**config.mk**
```make
export PLATFORM = sky130hd
export DESIGN_NAME = control_unit
export DESIGN_NICKNAME = d
export VERILOG_FILES = /design/src/rtl/k_and_s_pkg.sv /design/src/rtl/control_unit.sv
export SDC_FILE = /design/constraint.sdc
export NUM_CORES = 1
export LEC_CHECK = 0
export BUFFER_PORTS_ARGS = -buffer_cell sky130_fd_sc_hd__clkbuf_2
export CAP_MARGIN = 25
export CORE_AREA = 4 4 41 43
export DETAILED_ROUTE_END_ITERATION = 8
export DIE_AREA = 0 0 45 47
export GPL_TIMING_DRIVEN = 0
export HOLD_SLACK_MARGIN = 0.1
export SLEW_MARGIN = 20
export SYNTH_ARGS = -nofsm -noshare
export SYNTH_HDL_FRONTEND = slang
export SYNTH_SLANG_ARGS = --single-unit
```
**constraint.sdc**
```tcl
create_clock -name clk -period 1.6 [get_ports clk]
set_clock_uncertainty 0.15 [all_clocks]
set_input_delay 0 -clock clk [delete_from_list [all_inputs] [get_ports clk]]
set_output_delay 0 -clock clk [all_outputs]
set_load 0.01 [all_outputs]
```
**src/rtl/k_and_s_pkg.sv**
```systemverilog
// Shared types for the K&S 16-bit processor: decoded instructions, control
// FSM states and ALU operation codes.
package k_and_s_pkg;

  typedef enum logic [4:0] {
    I_NOP    = 5'd0,
    I_LOAD   = 5'd1,
    I_STORE  = 5'd2,
    I_MOVE   = 5'd3,
    I_ADD    = 5'd4,
    I_SUB    = 5'd5,
    I_AND    = 5'd6,
    I_OR     = 5'd7,
    I_BRANCH = 5'd8,
    I_BZERO  = 5'd9,
    I_BNZERO = 5'd10,
    I_BNEG   = 5'd11,
    I_BNNEG  = 5'd12,
    I_BOV    = 5'd13,
    I_BNOV   = 5'd14,
    I_HALT   = 5'd15
  } decoded_instruction_type;

  typedef enum logic [3:0] {
    S_IDLE     = 4'd0,
    S_FETCH    = 4'd1,
    S_DECODE   = 4'd2,
    S_LOAD_1   = 4'd3,
    S_LOAD_2   = 4'd4,
    S_STORE_1  = 4'd5,
    S_STORE_2  = 4'd6,
    S_ALU_1    = 4'd7,
    S_ALU_2    = 4'd8,
    S_BRANCH_1 = 4'd9,
    S_HALT     = 4'd10
  } ctrl_state_type;

  localparam logic [1:0] OP_ADD = 2'b00;
  localparam logic [1:0] OP_AND = 2'b01;
  localparam logic [1:0] OP_OR  = 2'b10;
  localparam logic [1:0] OP_SUB = 2'b11;

endpackage

```
**src/rtl/control_unit.sv**
```systemverilog
// Moore control FSM for the K&S processor: fetch, decode and execute sequencing
// of the datapath enables, ALU op, memory write strobe and halt.
//
// state      | meaning
// -----------+---------------------------------------------------------
// IDLE       | post-reset, nothing driven
// FETCH      | RAM addressed by PC, IR loads
// DECODE     | PC increments, dispatch on decoded instruction
// LOAD_1/2   | RAM addressed by IR field; LOAD_2 writes data_in to reg
// STORE_1/2  | RAM addressed by IR field; STORE_2 strobes the RAM write
// ALU_1/2    | operands settle; ALU_2 commits result (and flags)
// BRANCH_1   | PC loads IR address when the condition holds
// HALT       | stopped until reset
module control_unit
  import k_and_s_pkg::*;
(
  input  logic                    clk,
  input  logic                    rst_n,
  input  decoded_instruction_type decoded_instruction,
  input  logic                    zero_op,
  input  logic                    neg_op,
  input  logic                    unsigned_overflow,
  input  logic                    signed_overflow,
  output logic                    branch,
  output logic                    pc_enable,
  output logic                    ir_enable,
  output logic                    addr_sel,
  output logic                    c_sel,
  output logic [1:0]              operation,
  output logic                    write_reg_enable,
  output logic                    flags_reg_enable,
  output logic                    ram_write_enable,
  output logic                    halt
);

  ctrl_state_type state, next_state;
  logic           cond;
  logic [1:0]     alu_op;

  // No branch tests the signed overflow flag; it is kept on the port for the datapath pairing.
  logic unused_signed_overflow;
  assign unused_signed_overflow = signed_overflow;

  always_ff @(posedge clk or negedge rst_n) begin
    if (!rst_n) state <= S_IDLE;
    else        state <= next_state;
  end

  always_comb begin
    cond = 1'b0;
    case (decoded_instruction)
      I_BRANCH: cond = 1'b1;
      I_BZERO:  cond = zero_op;
      I_BNZERO: cond = !zero_op;
      I_BNEG:   cond = neg_op;
      I_BNNEG:  cond = !neg_op;
      I_BOV:    cond = unsigned_overflow;
      I_BNOV:   cond = !unsigned_overflow;
      default:  cond = 1'b0;
    endcase
  end

  // MOVE uses AND: the source is routed to both ALU ports and passes through.
  always_comb begin
    alu_op = OP_ADD;
    case (decoded_instruction)
      I_ADD:   alu_op = OP_ADD;
      I_SUB:   alu_op = OP_SUB;
      I_AND:   alu_op = OP_AND;
      I_OR:    alu_op = OP_OR;
      I_MOVE:  alu_op = OP_AND;
      default: alu_op = OP_ADD;
    endcase
  end

  always_comb begin
    next_state       = state;
    branch           = 1'b0;
    pc_enable        = 1'b0;
    ir_enable        = 1'b0;
    addr_sel         = 1'b0;
    c_sel            = 1'b0;
    operation        = OP_ADD;
    write_reg_enable = 1'b0;
    flags_reg_enable = 1'b0;
    ram_write_enable = 1'b0;
    halt             = 1'b0;
    case (state)
      S_IDLE: next_state = S_FETCH;
      S_FETCH: begin
        ir_enable  = 1'b1;
        next_state = S_DECODE;
      end
      S_DECODE: begin
        pc_enable = 1'b1;
        case (decoded_instruction)
          I_LOAD:                             next_state = S_LOAD_1;
          I_STORE:                            next_state = S_STORE_1;
          I_MOVE, I_ADD, I_SUB, I_AND, I_OR:  next_state = S_ALU_1;
          I_BRANCH, I_BZERO, I_BNZERO, I_BNEG,
          I_BNNEG, I_BOV, I_BNOV:             next_state = S_BRANCH_1;
          I_HALT:                             next_state = S_HALT;
          default:                            next_state = S_FETCH;
        endcase
      end
      S_LOAD_1: begin
        addr_sel   = 1'b1;
        next_state = S_LOAD_2;
      end
      S_LOAD_2: begin
        addr_sel         = 1'b1;
        c_sel            = 1'b1;
        write_reg_enable = 1'b1;
        next_state       = S_FETCH;
      end
      S_STORE_1: begin
        addr_sel   = 1'b1;
        next_state = S_STORE_2;
      end
      S_STORE_2: begin
        addr_sel         = 1'b1;
        ram_write_enable = 1'b1;
        next_state       = S_FETCH;
      end
      S_ALU_1: begin
        operation  = alu_op;
        next_state = S_ALU_2;
      end
      S_ALU_2: begin
        operation        = alu_op;
        write_reg_enable = 1'b1;
        flags_reg_enable = (decoded_instruction != I_MOVE);
        next_state       = S_FETCH;
      end
      S_BRANCH_1: begin
        pc_enable  = cond;
        branch     = cond;
        next_state = S_FETCH;
      end
      S_HALT: begin
        halt       = 1'b1;
        next_state = S_HALT;
      end
      default: next_state = S_IDLE;
    endcase
  end

endmodule

```
==> results.md, run 1 <==
- Status: finished clean
- Core ar.: 1301 sq um
- Largest regs: state: 4 flops
- RSZ-0062 raised after global routing: true
- Clock period minus worst slack: roughly 1600 ps
- DR vias: between 500 and 600
- Worst setup EP type: primary output
- Max-slew headroom: 0.7699
- Fin util: 0.5606
- Routability cong.: 0.7059
- Clk root buf: clkbuf_4
- Synth Flop Type: dfrtp_1
- Fin worst setup slack: 22.93 ps
- DRC viols: 0
- Max incr delay on CP: 420 ps
- Critical path cell sequence: nand2b_4 > nor3_2 > o221a_1 > o21bai_1 > buf_2
- Period utilization: 0.9857
- Max H-tree Level: 1
- WP buf/inv: 1
- Dpl ws: around 90 ps
- Port Buffer Count: 17
- Max reg flops: 4
- Synth area leaders: dfrtp_1, nand2b_1, nor2_1
- Die width: roughly 45 um
- Final Max Slew Viols: 0
- Sw Share: 0.4179
- Fraction of layout cells with a size suffix above 1: 0.4167
- DPL Wire Length: 843.1 um
- Switch Pwr: approximately 400 uW
- Share of the synthesized area in the top cell type: 0.2260
- Post-synth EDFFs: 0
- Slowest CP cell: dfrtp_2
- Clock power frac: 0.127
- P_leak: 0.0003480 uW
- Max VDD drop: 0.8540 mV
- Die Y: about 47 um
- CP arrival: 1430 ps
- Cell count after synthesis: between 60 and 70
- First-pass GRT wire length: between 2 and 2.5 mm
- Fill count: 130
- WP data required: 1450 ps
- Final hold vios: 0
- # rows: 13
- Distinct cells, synth: 29
- Average size of a mapped cell: about 7 sq um
- CTS tree: done
- Synth top cells by count: nor2_1, nand2b_1, dfrtp_1, nand2_1, nor3_1
- Worst min-delay path category: in -> reg
- Initial drt markers: 6
- Area growth, synth to finish: 64.69%
- Seq pwr share: 0.195
- Largest Register: state
- Worst-margin pin slew: 345.2 ps
- Power per cell area: 1319 nW/um^2
- Syn Std Cell Area: roughly 440 sq um
- Synth async-reset ratio: 1.000
- MaxCap Viol Count: 0
- Setup Viol. Count Final: 0
- Mapped Nets: between 70 and 80
- Combinational share of power: 0.679
- Antenna cells: 0
- TritonRoute pass-1 iters: 4
- Worst-Skew Late Latency: 230 ps
- #FFs+latches synth: 4
- Pint: between 500 and 600 uW
- GRT Total Usage: 0.1375
- Maximum clock rate: 0.6341 GHz
- DP Area: between 500 and 600 sq um
- Worst hold slack: 161.5 ps
- Initial antenna violation count: 0
- Max clock buf depth: 2
- Synth warn: 0
- Final wirelength: 1.305 mm
- Initial core utilization: 0.3404
- Share of the yosys chip area belonging to registers: 0.2260
- Clock sinks: 4
- Design Area, Final: between 700 and 800 sq um
- GR Overflow Total: 0
- Setup TNS: 0 ps
- Wirelength per Cell: ~12 um
- Largest net degree at the start of global routing: 11
- Cell with the most instances after synthesis: nor2_1
- Worst Setup Start Kind: register
- Clock transition at path regs: roughly 40 ps
- Largest area contributor in the netlist: dfrtp_1
- NumNets Final: ~110
- Delay-heaviest family, CP: flip-flops
- Max FO, Critical Path: 4
- Vias per inst: just over 5
- IO Pins: 22
- Post-route ant nets: 0
- Number of global-route vias before repair: 538
- Setup CP Type: reg -> out
- Die ar.: between 2000 and 2500 sq um
- CTS Buf Count: 3
==> metrics by stage <==
stage / power (uW) / std cells
finish: 962.5 / 111
global route: 1057 / 111
CTS: 856.2 / 108
detailed placement: 617.8 / 95
global placement: 614.4 / 95
floorplan: 485.8 / 63
==> cell usage in the layout (no fill, tap or decap) <==
master	count
o21bai_1	2
o221a_1	1
or2_1	2
nand2_1	4
o21ai_0	2
nor3_1	1
buf_2	1
a21boi_1	1
a31oi_1	1
a211oi_1	1
clkbuf_2	16
buf_4	7
dfrtp_1	1
and2_1	1
clkbuf_4	3
o31a_1	1
buf_6	3
dfrtp_2	3
nor3b_1	1
dlygate4sd3_1	6
nor3_2	3
nor2b_1	1
nor2_1	10
nand2b_4	3
xor2_1	2
o22ai_1	2
clkbuf_1	1
nand2b_1	4
inv_1	3
inv_2	1
o311a_1	1
a21oi_1	3
and3b_1	1
a22oi_1	1
nand3_1	1
o21ai_1	1
==> worst paths after layout <==
path	endpoint	depth (start not counted)	slack, ps	start
min in group asynchronous	state[2]	3	520	rst_n
min	state[2]	5	160	decoded_instruction[1]
min reg2reg	state[1]	1	450	state[3]
max reg2reg	state[0]	3	290	state[2]
max in group asynchronous	state[1]	3	580	rst_n
max	pc_enable	5	20	state[1]
==> worst min-delay path, stage by stage <==
cell and delay (ps):
buf_6 100, or2_1 90, a21oi_1 60, o22ai_1 110, and2_1 150
==> power groups by stage <==
stage          Combinational, uW  Clock [uW]  Sequential [uW]
4_1_cts                      546         126              184
3_5_place_dp                 424           0              194
3_3_place_gp                 421           0              193
2_1_floorplan                305           0              181
6_report                     653         122              187
5_1_grt                      732         133              192
==> logic make-up after synthesis <==
logic type / after synthesis / synth area share
flops: 4 / 0.2260
xor+xnor: 2 / 0.03956
compound gates: 17 / 0.2627
buf+inv: 8 / 0.1045
simple gates: 32 / 0.3672
==> layout make-up <==
cell class                      count  area, sq um  share of cell area
Sequential cell                     4        103.9              0.1424
Timing Repair Buffer               30        197.7              0.2710
Multi-Input combinational cell     51        334.1              0.4580
Inverter                            4        15.01             0.02058
Buffer                              4        37.54             0.05146
Clock buffer                        3        22.52             0.03087
Tap cell                           15        18.77             0.02573
==> routing by layer <==
metal,part of all wire,vias up,track usage
met5,0,-,0
met4,0.0031,0,0.05263
met3,0.058,2,0.05747
met2,0.54,14,0.2458
met1,0.40,265,0.1435
li1,-,287,-
==> repair_timing <==
item / CTS / global route
resized for setup: 7 / 5
setup endpoints to repair: 5 / 6
hold buffers: 6 / 0
setup buffers: 4 / 3
endpoints found under the hold margin: 6 / 0
pin swaps: 0 / 1
(Power assumes the default switching activity.)
==> run 2, diff against run 1 <==
==> constraint.sdc (replaced) <==
create_clock -name clk -period 1.8 [get_ports clk]
set_clock_uncertainty 0.15 [all_clocks]
set_input_delay 0 -clock clk [delete_from_list [all_inputs] [get_ports clk]]
set_output_delay 0 -clock clk [all_outputs]
set_load 0.01 [all_outputs]
==> run 2 against run 1 <==
Effect of this change: count of clock-buffer cells in the layout unchanged; sequential power about the same; register-to-register slack got worse by 220 ps; final cell count decreased by 6.3%; non-clock buffer count decreased by 7; wire length decreased by 13%; critical path type is now reg -> reg.
==> results.md, run 2 (same netlist as run 1, synthesis figures left out) <==
- Status: finished clean
- Worst min-delay path category: in -> reg
- Post-route ant nets: 0
- CTS Buf Count: 3
- Routing usage on met3: 0.04981
- Number of global-route vias before repair: ~500
- Fin worst setup slack: 72.35 ps
- Largest regs: state: 4 flops
- Max FO, Critical Path: 7
- Core ar.: approximately 1300 sq um
- Die Y: between 40 and 50 um
- Worst-margin pin slew: 334.5 ps
- Port Buffer Count: 17
- Dpl ws: between 200 and 300 ps
- M2 GR Usage: 0.2034
- Setup TNS: 0 ps
- CP arrival: ~1700 ps
- Worst Setup Start Kind: register
- Area growth, synth to finish: 48.59%
- Initial antenna violation count: 0
- Largest net degree at the start of global routing: 11
- Max clock buf depth: 2
- IO Pins: 22
- DR vias: between 500 and 600
- WP data required: roughly 1800 ps
- Vias per inst: 5.125
- Worst hold stages: 5
- Final wirelength: between 1 and 1.5 mm
- GR peak layer: met2
- Final hold vios: 0
- Clock transition at path regs: 30 ps
- MaxCap Viol Count: 0
- Total power: between 700 and 800 uW
- Clock period minus worst slack: 1728 ps
- Power per cell area: between 1000 and 1500 nW/um^2
- First-pass GRT wire length: about 1.9 mm
- Fin util: 0.5058
- Period utilization: 0.9598
- Worst setup EP type: register
- DP Area: between 500 and 600 sq um
- Initial core utilization: 0.3404
- Wirelength per Cell: approximately 11 um
- Setup Viol. Count Final: 0
- Clock sinks: 4
- Antenna cells: 0
- Design Area, Final: approximately 660 sq um
- Maximum clock rate: ~0.58 GHz
- DPL Wire Length: 843.1 um
- Register Area: about 100 sq um
- CTS tree: done
- Max VDD drop: 0.7304 mV
- Max-slew headroom: 0.7770
- Commonest non-fill, non-tap cell in the layout: clkbuf_2
- Clk root buf: clkbuf_4
- Fill count: around 140
- Die ar.: 2115 sq um
- Multi-input logic area: between 300 and 400 sq um
- Final Max Slew Viols: 0
- Die width: 45 um
- Initial drt markers: 12
- Max reg flops: 4
- GRT Total Usage: 0.1217
- Worst-Skew Late Latency: about 230 ps
- Setup CP Type: reg -> reg
- TritonRoute pass-1 iters: 4
- Max H-tree Level: 1
- P_leak: between 0.0003 and 0.0004 uW
- RSZ-0062 raised after global routing: false
- NumNets Final: between 100 and 150
- DRC viols: 0
- Largest Register: state
- Routability cong.: slightly above 0.7
- Fraction of layout cells with a size suffix above 1: 0.3258
- GR Overflow Total: 0
- R2R cell count: 3
- # rows: 13
- Commonest cells after routing, fill and taps aside: clkbuf_2, nor2_1, dlygate4sd3_1
- Met1 usage: 0.1390
-- run 2: cell types whose count changed in the layout (fill, tap and decap cells not counted) --
cell	change
dfrtp_1	+2
buf_6	-1
dfrtp_2	-2
clkbuf_2	+1
nor3_1	+2
nor3_2	-2
buf_4	-7
-- run 2: routing by layer --
metal,vias up,share of wire
li1,272,-
met1,241,0.44
met2,17,0.48
met3,3,0.076
met4,0,0.0071
met5,-,0
-- run 2: through the flow --
stage,hold slack [ps],instances
2_1_floorplan,-445.6,63
3_3_place_gp,-344.1,95
3_5_place_dp,-340.0,95
4_1_cts,150.4,104
5_1_grt,219.5,104
6_report,174.4,104
-- run 2: final timing paths --
kind                                         from       end  slack, ps
min in group asynchronous                   rst_n  state[3]        530
max in group asynchronous                   rst_n  state[2]        790
max reg2reg                              state[2]  state[0]         70
min reg2reg                              state[2]  state[3]        520
max                                      state[2]  state[0]         70
min                        decoded_instruction[1]  state[2]        170
-- run 2: critical path: stages, from the launching register on --
cell and delay, ps:
dfrtp_2 440, nand2b_4 160, o31a_1 300, dlygate4sd3_1 550
-- run 2: power by group --
| part | switching [uW] | internal, uW | leakage, uW | total, uW |
|---|---|---|---|---|
| combinational | 228 | 220 | 0.000250 | 449 |
| sequential | 59.7 | 128 | 0.0000496 | 187 |
| clock | 32.7 | 74.3 | 0.0000138 | 107 |
-- run 2: what timing repair did --
item | 4_1_cts | 5_1_grt
hold buffers | 6 | 0
resized for setup | 0 | 6
buffers inserted | 0 | 0
endpoints found under the hold margin | 6 | 0
endpoints found under the setup margin | 0 | 4
-- run 2: layout make-up --
class / instances / area share
Tap cell: 15 / 0.02852
Buffer: 4 / 0.04753
Inverter: 4 / 0.02281
Clock buffer: 3 / 0.03422
Sequential cell: 4 / 0.1540
Multi-Input combinational cell: 51 / 0.4924
Timing Repair Buffer: 23 / 0.2205
